===== src/rtl/register_writeback_if.sv =====
// rtl/register_writeback_if.sv - writeback/read-port bundle for register_writeback
// Ports (slave = register file side):
//   icode, rA, rB, cnd, valE, valM, wb_en : instruction in writeback
//   srcA, srcB                            : decode-stage read addresses
//   valA, valB                            : read data for srcA/srcB
//   dstE, dstM                            : selected write destinations (4'hF = none)
//   halted, ins_err                       : sticky status flags
interface register_writeback_if;
  logic [3:0]  icode;
  logic [3:0]  rA;
  logic [3:0]  rB;
  logic        cnd;
  logic [63:0] valE;
  logic [63:0] valM;
  logic        wb_en;
  logic [3:0]  srcA;
  logic [3:0]  srcB;
  logic [63:0] valA;
  logic [63:0] valB;
  logic [3:0]  dstE;
  logic [3:0]  dstM;
  logic        halted;
  logic        ins_err;

  modport slave (
    input  icode, rA, rB, cnd, valE, valM, wb_en, srcA, srcB,
    output valA, valB, dstE, dstM, halted, ins_err
  );

  modport master (
    output icode, rA, rB, cnd, valE, valM, wb_en, srcA, srcB,
    input  valA, valB, dstE, dstM, halted, ins_err
  );
endinterface


===== src/rtl/register_writeback.sv =====
// rtl/register_writeback.sv - Y86-64 style register file with writeback and halt tracking
// Ports:
//   clk   : sole clock, rising edge
//   reset : synchronous active-high reset
//   wb    : register_writeback_if.slave (writeback inputs, read ports, dst selects, flags)
module register_writeback (
  input  logic                 clk,
  input  logic                 reset,
  register_writeback_if.slave  wb
);

  localparam logic [3:0] RNONE = 4'hF;
  localparam logic [3:0] RRSP  = 4'h4;

  typedef enum logic {RUN, HALT} state_t;

  state_t      state, state_nxt;
  logic        halt_evt;
  logic        bad_icode;
  logic        ins_err_q;
  logic [3:0]  dst_e;
  logic [3:0]  dst_m;
  logic [63:0] regs [0:14];

  // Destination selection; everything collapses to "no register" when the
  // slot is empty or the machine has stopped, which also blocks writes.
  always_comb begin
    dst_e = RNONE;
    dst_m = RNONE;
    case (wb.icode)
      4'h2:                   dst_e = wb.cnd ? wb.rB : RNONE;
      4'h3, 4'h6:             dst_e = wb.rB;
      4'h8, 4'h9, 4'hA, 4'hB: dst_e = RRSP;
      default:                dst_e = RNONE;
    endcase
    if (wb.icode == 4'h5 || wb.icode == 4'hB) begin
      dst_m = wb.rA;
    end
    if (!wb.wb_en || state == HALT) begin
      dst_e = RNONE;
      dst_m = RNONE;
    end
  end

  assign wb.dstE = dst_e;
  assign wb.dstM = dst_m;

  // Halt FSM: icode 0 is a clean halt, 12..15 are illegal and also halt.
  always_comb begin
    state_nxt = state;
    bad_icode = (wb.icode >= 4'hC);
    halt_evt  = wb.wb_en && ((wb.icode == 4'h0) || bad_icode);
    case (state)
      RUN:     if (halt_evt) state_nxt = HALT;
      HALT:    state_nxt = HALT;
      default: state_nxt = RUN;
    endcase
  end

  always_ff @(posedge clk) begin
    if (reset) begin
      state     <= RUN;
      ins_err_q <= 1'b0;
    end else begin
      state <= state_nxt;
      if (state == RUN && halt_evt && bad_icode) begin
        ins_err_q <= 1'b1;
      end
    end
  end

  assign wb.halted  = (state == HALT);
  assign wb.ins_err = ins_err_q;

  // Register array. The M write comes second so it wins when both ports
  // target the same register (popq %rsp).
  always_ff @(posedge clk) begin
    if (reset) begin
      for (int i = 0; i < 15; i++) begin
        regs[i] <= 64'h0;
      end
    end else begin
      if (dst_e != RNONE) begin
        regs[dst_e] <= wb.valE;
      end
      if (dst_m != RNONE) begin
        regs[dst_m] <= wb.valM;
      end
    end
  end

  // Reads see pre-edge contents only; no write-through bypass.
  assign wb.valA = (wb.srcA == RNONE) ? 64'h0 : regs[wb.srcA];
  assign wb.valB = (wb.srcB == RNONE) ? 64'h0 : regs[wb.srcB];

endmodule

===== src/flat_wrapper.sv =====
// flat-port wrapper written by rule: the top's interface ports become plain ports
module register_writeback_flat 
  (clk, reset, wb_icode, wb_rA, wb_rB, wb_cnd, wb_valE, wb_valM, wb_wb_en, wb_srcA, wb_srcB, wb_valA, wb_valB, wb_dstE, wb_dstM, wb_halted, wb_ins_err);
  register_writeback_if wb_i ();
  input  logic clk;
  input  logic reset;
  input wire logic [$bits(wb_i.icode)-1:0] wb_icode;
  input wire logic [$bits(wb_i.rA)-1:0] wb_rA;
  input wire logic [$bits(wb_i.rB)-1:0] wb_rB;
  input wire logic [$bits(wb_i.cnd)-1:0] wb_cnd;
  input wire logic [$bits(wb_i.valE)-1:0] wb_valE;
  input wire logic [$bits(wb_i.valM)-1:0] wb_valM;
  input wire logic [$bits(wb_i.wb_en)-1:0] wb_wb_en;
  input wire logic [$bits(wb_i.srcA)-1:0] wb_srcA;
  input wire logic [$bits(wb_i.srcB)-1:0] wb_srcB;
  output wire logic [$bits(wb_i.valA)-1:0] wb_valA;
  output wire logic [$bits(wb_i.valB)-1:0] wb_valB;
  output wire logic [$bits(wb_i.dstE)-1:0] wb_dstE;
  output wire logic [$bits(wb_i.dstM)-1:0] wb_dstM;
  output wire logic [$bits(wb_i.halted)-1:0] wb_halted;
  output wire logic [$bits(wb_i.ins_err)-1:0] wb_ins_err;
  assign wb_i.icode = wb_icode;
  assign wb_i.rA = wb_rA;
  assign wb_i.rB = wb_rB;
  assign wb_i.cnd = wb_cnd;
  assign wb_i.valE = wb_valE;
  assign wb_i.valM = wb_valM;
  assign wb_i.wb_en = wb_wb_en;
  assign wb_i.srcA = wb_srcA;
  assign wb_i.srcB = wb_srcB;
  assign wb_valA = wb_i.valA;
  assign wb_valB = wb_i.valB;
  assign wb_dstE = wb_i.dstE;
  assign wb_dstM = wb_i.dstM;
  assign wb_halted = wb_i.halted;
  assign wb_ins_err = wb_i.ins_err;
  register_writeback u_core (.clk(clk), .reset(reset), .wb(wb_i));
endmodule

===== config.mk =====
export PLATFORM = sky130hd
export DESIGN_NAME = register_writeback_flat
export DESIGN_NICKNAME = d
export VERILOG_FILES = /design/src/rtl/register_writeback_if.sv /design/src/rtl/register_writeback.sv /design/src/flat_wrapper.sv
export SDC_FILE = /design/constraint.sdc
export NUM_CORES = 2
export LEC_CHECK = 0
export CAP_MARGIN = 5
export CORE_MARGIN = 1
export CORE_UTILIZATION = 31
export CTS_BUF_LIST = sky130_fd_sc_hd__clkbuf_8
export DETAILED_ROUTE_END_ITERATION = 8
export PLACE_DENSITY = 0.47
export SLEW_MARGIN = 15
export SYNTH_ARGS = -nofsm -noshare
export SYNTH_HDL_FRONTEND = slang
export SYNTH_SLANG_ARGS = --single-unit

===== constraint.sdc =====
create_clock -name clk -period 5.3 [get_ports clk]
set_input_delay 1.06 -clock clk [delete_from_list [all_inputs] [get_ports clk]]
set_output_delay 1.06 -clock clk [all_outputs]
set_load 0.05 [all_outputs]

==> Word-level counts from Yosys, hierarchy flattened <==
Memory sizes are Yosys's and may differ from the RTL's.
Index checks and enable logic that the tools add are counted.
{ "classes": {"magnitude_cmp": 1, "eq_ne": 12, "n_mux": 23, "bitwise": 1, "reduce_logical": 12} }
{ "op_table": {"columns": ["op", "n"], "rows": [
  ["2-to-1 mux 64 bit", 4],
  ["OR reduction 64 bit", 2],
  ["equality test 4 bit (second input constant)", 6],
  ["2-to-1 mux 4 bit", 6],
  ["case mux 4 bit (3 select lines)", 1],
  ["2-to-1 mux 1 bit", 11],
  ["equality test 4 x 2 -> 1 bit (second input constant)", 2],
  ["equality test 4 x 3 -> 1 bit (second input constant)", 2],
  ["!= test 4 bit (second input constant)", 2],
  ["greater-or-equal comparator 4 bit (second input constant)", 1],
  ["logical NOT 4 bit", 1],
  ["OR reduction 4 bit", 1],
  ["logical AND 1 bit", 3],
  ["logical OR 1 bit", 3],
  ["case mux 1 bit (2 select lines)", 1],
  ["OR reduction 2 bit", 1],
  ["logical NOT 1 bit", 1],
  ["NOT 1 bit", 1]
]} }
{ "word_totals": {"reg_bits": 2, "ram_bits": 960, "out_inout_bits": 138, "wordCells": 52, "memories": 1} }
{ "mem_list": {"columns": ["name", "depth", "word_bits", "read_ports", "rd_clocked_by_memory_dff", "wr", "line_no", "source"], "rows": [
  ["u_core.regs", 15, 64, 2, 0, 15, "register_writeback.sv:23", "logic [63:0] regs [0:14];"]
]} }

==> Logic depth before layout (Yosys ltp) <==
{ "depth": {"depth_word": 10, "depth_mapped": 9} }

==> Least setup slack after synthesis <==
Ideal clock, no wire load.
{ "synth_timing": {"path_kind": "input -> register", "start": "input port wb_icode[2]", "end": "memory u_core.regs[9][0] (enable)", "setup_ns": 0.846, "arrival_ns": 3.745, "required_time_ns": 4.454, "setup_slack_ns": 0.709, "path_stages": 8, "path_cell_list": "buf_2 > buf_2 > nor3b_1 > a221oi_2 > or4_1 > buf_6 > buf_4 > nand3b_1"} }
{ "synth_lines": {"columns": ["item", "line_no", "source"], "rows": [
  ["start: declaration", "flat_wrapper.sv:7", "input wire logic [$bits(wb_i.icode)-1:0] wb_icode;"],
  ["end: declaration", "register_writeback.sv:23", null]
]} }

==> Worst setup path after layout <==
{ "layout_timing": {"start": "input port wb_srcA[0]", "end": "output port wb_valA[57]"} }
{ "layout_via": {"elab_chain_cells": 2, "elab_cells_between_ends": 3, "cone_classes": "eq/ne: 1; mux: 1; memory: 1"} }
{ "layout_rtl": {"columns": ["item", "line_no", "source"], "rows": [
  ["start: declaration", "flat_wrapper.sv:14", "input wire logic [$bits(wb_i.srcA)-1:0] wb_srcA;"],
  ["memory read (15 x 64 bit) or equality test 4 bit (tied branches)", null, null],
  ["2-to-1 mux 64 bit *", "register_writeback.sv:93", "assign wb.valA = (wb.srcA == RNONE) ? 64'h0 : regs[wb.srcA];"],
  ["end: declaration", "flat_wrapper.sv:16", "output wire logic [$bits(wb_i.valA)-1:0] wb_valA;"]
]} }
Every way passes the cells marked *; elsewhere a longest branch is shown, timed or not.

==> run_results.csv <==
group,metric,value,unit
cts,numCtsBuffers,182,
sta,tns,0,ns
synth,synthesis.yosys.warnings,0,
grt,grt_start_max_net_pins,150,
finish,layout_common_cells,"edfxtp_1, a22o_1, nand2_1",
place,place.port_buffers,289,
floorplanning,num_rows,157,
worst_setup_path,arrival,3.55,ns
worst_setup_path,crit_path_end_kind,"primary output",
grt,grt_overflow_total,0,
sta,unrepaired_setup_endpoints_after_global_routing,"no",
synth,syn_avg_cell_area,13.3,um2
sta,headroom_to_the_max_slew_limit,18.5,%
place,hpwl,131000,um
synth,synthesis.area,57500,um2
pwr,switching_power,5.64,mW
grt,first_global_vias,44100,
sta,hold_vio_cnt_final,0,
sta,layout_skew,0.0246,ns
cts,clock_latency,0.94,ns
synth,leading_register_cell_type_out_of_synthesis,"edfxtp_1",
routing,ant_nets,0,
pwr,seq_power_share,46.7,%
sta,max_clock_freq,0.217,GHz
run_status,outcome,"complete, no violations",
cts,cts_num_sinks,962,
floorplanning,dieWidth,433,um
synth,synth_cell_type_count,66,
grt,grt_antenna_before_repair,23,
synth,ys_async_sr_fraction,0,%
floorplanning,num_io_pins,290,
pwr,internal_power,13.2,mW
sta,fin_crit_share,86.9,%
cts,clock_tree.root_cell,"clkbuf_8",
routing,remaining_drc_errors,0,
floorplanning,design.core.area,184000,um2
cts,ctsResizeCount,0,
sta,report.final.setup_viol,0,
cts,postCtsHoldBufs,0,
worst_setup_path,cp.required,4.24,ns
synth,postSynthRegisterBits,962,
synth,synth-edff-count,960,
worst_setup_path,setup.worst_path.start_class,"input pin",
place,gp_congestion,0.779,
sta,period_needed,4.61,ns
worst_hold_path,hold_path.class,"register to register",
synth,postSynthNetCount,4464,
grt,gr_util_all_layers,26.5,%
floorplanning,dieArea,187000,um2
grt,grt_pass1_wl,350000,um
pwr,power_density,278,nW/um2
pwr,ir_drop,175,uV
synth,synth_cells,4312,
finish,most_common_cell_after_layout_fill_and_taps_aside,"edfxtp_1",
cts,clock_tree_from_tritoncts,"built",
synth,synth_sequential_area_ratio,50.2,%
pwr,power,18.9,mW
floorplanning,initial_utilization,31.3,%
cts,cts_setup_buffers,0,
finish,layout-drive-gt1-share,21.7,%
worst_setup_path,path_max_fanout,32,
pwr,pwr-share-clk,35.4,%
pwr,switching_share,29.9,%
routing,drt_pass1_iterations,6,
routing,first_iter_violations,5054,
pwr,comb_power_share,17.9,%
routing,vias_per_cell,6.31,
run,timing.max_cap.violations,0,
sta,maxSlewViolCount,0,
cts,clk_path_buf_depth,3,
finish,fin_nets,4510,
finish,area_growth,17.9,%
routing,drt-wirelength-per-cell,36.2,um
routing,route.final.wire_length,252000,um
sta,worst-slew-pin-transition,1.22,ns
floorplanning,dieHeight,433,um
routing,detailroute.via_count,44000,
cts,htree_levels,4,
cts,worst_setup_hold_path_clk_slew,0.05,ns
pwr,power.static_leakage,23.5,nW
worst_setup_path,setup.worst_path.class,"input pin to primary output",
-- cells by family (layout without fill, tap and decap cells) --
| family | Yosys count | count (layout) | synth area share, % |
|---|---|---|---|
| flops | 962 | 962 | 50.2 |
| buf+inv | 613 | 792 | 5.09 |
| mux | 640 | 640 | 19.5 |
| compound gates | 1382 | 1382 | 19.3 |
| simple gates | 715 | 715 | 5.95 |
| other cells | 0 | 15 | 0 |
-- Yosys cell counts (76+ instances only) --
library cell	instances	share of area, %
clkbuf_1	293	1.9
buf_4	82	1.1
a211oi_1	128	1.7
o21ai_0	121	1.1
a32o_1	192	3.3
o2bb2ai_1	218	3.3
o21ai_1	76	0.66
buf_2	197	1.7
a21oi_1	129	1.1
nand2_1	419	2.7
a22o_1	486	7.4
mux4_2	384	15
mux2i_1	256	4.5
edfxtp_1	960	50
nor2b_1	146	1.6
-- critical path: stages --
cell and delay, ns:
buf_8 0.34, buf_12 0.30, buf_4 0.25, mux4_2 0.50, nor2b_1 0.14, a211oi_1 0.48
a21oi_1 0.20, buf_12 0.23
-- metal layers --
metal | vias to the layer above | part of all wire, % | GRT usage [%]
met3 | 569 | 7.7 | 4.91
met5 | - | 0.028 | 0
met4 | 10 | 4.4 | 12.0
met1 | 23100 | 39 | 32.9
li1 | 17800 | - | -
met2 | 2490 | 49 | 44.6
-- through the flow --
step / std cells / cell area (um2) / util (%) / setup WS, ns / hold slack [ns]
2_1_floorplan: 4312 / 57500 / - / 0.709 / 0.749
3_3_place_gp: 6638 / 64600 / 35.2 / 0.682 / 0.466
3_5_place_dp: 6638 / 64600 / 35.2 / 0.697 / 0.473
4_1_cts: 6955 / 67800 / 36.9 / 0.686 / 0.486
5_1_grt: 6966 / 67800 / 36.9 / 0.641 / 0.531
6_report: 6970 / 67800 / 36.9 / 0.694 / 0.488
-- area by class of cell --
type                       instances  area [um2]
antenna                           15        37.5
clock buffer                     185        2550
clock inverter                   132         592
fill                           17300      116000
inverter                           3        11.3
multi-input combinational       2737       26000
sequential                       962       28900
tap                             2464        3080
timing repair buffer             472        6680
-- power by group through the flow --
stage	Sequential (mW)	Clock, mW	Combinational (mW)
after global placement	8.94	0	3.37
after floorplan	8.92	0	1.81
after global routing	8.84	7.10	3.50
after detailed placement	8.96	0	3.38
after CTS	8.80	6.79	3.38
final	8.81	6.69	3.37
-- final timing paths --
path | from | to | slack, ns | cells after the start
max | wb_srcA[0] | wb_valA[57] | 0.69 | 8
min | u_core.wb.ins_err | u_core.wb.ins_err | 0.49 | 2
min reg2reg | u_core.wb.ins_err | u_core.wb.ins_err | 0.49 | 2
max reg2reg | u_core.wb.halted | u_core.regs[0][23] | 2.31 | 5
-- flip-flops by register name (all words and copies together), names as in the netlist --
register	flops
u_core.regs	960
u_core.wb.ins_err	1
u_core.wb.halted	1
Note: power is estimated with default switching activity, not from simulation.
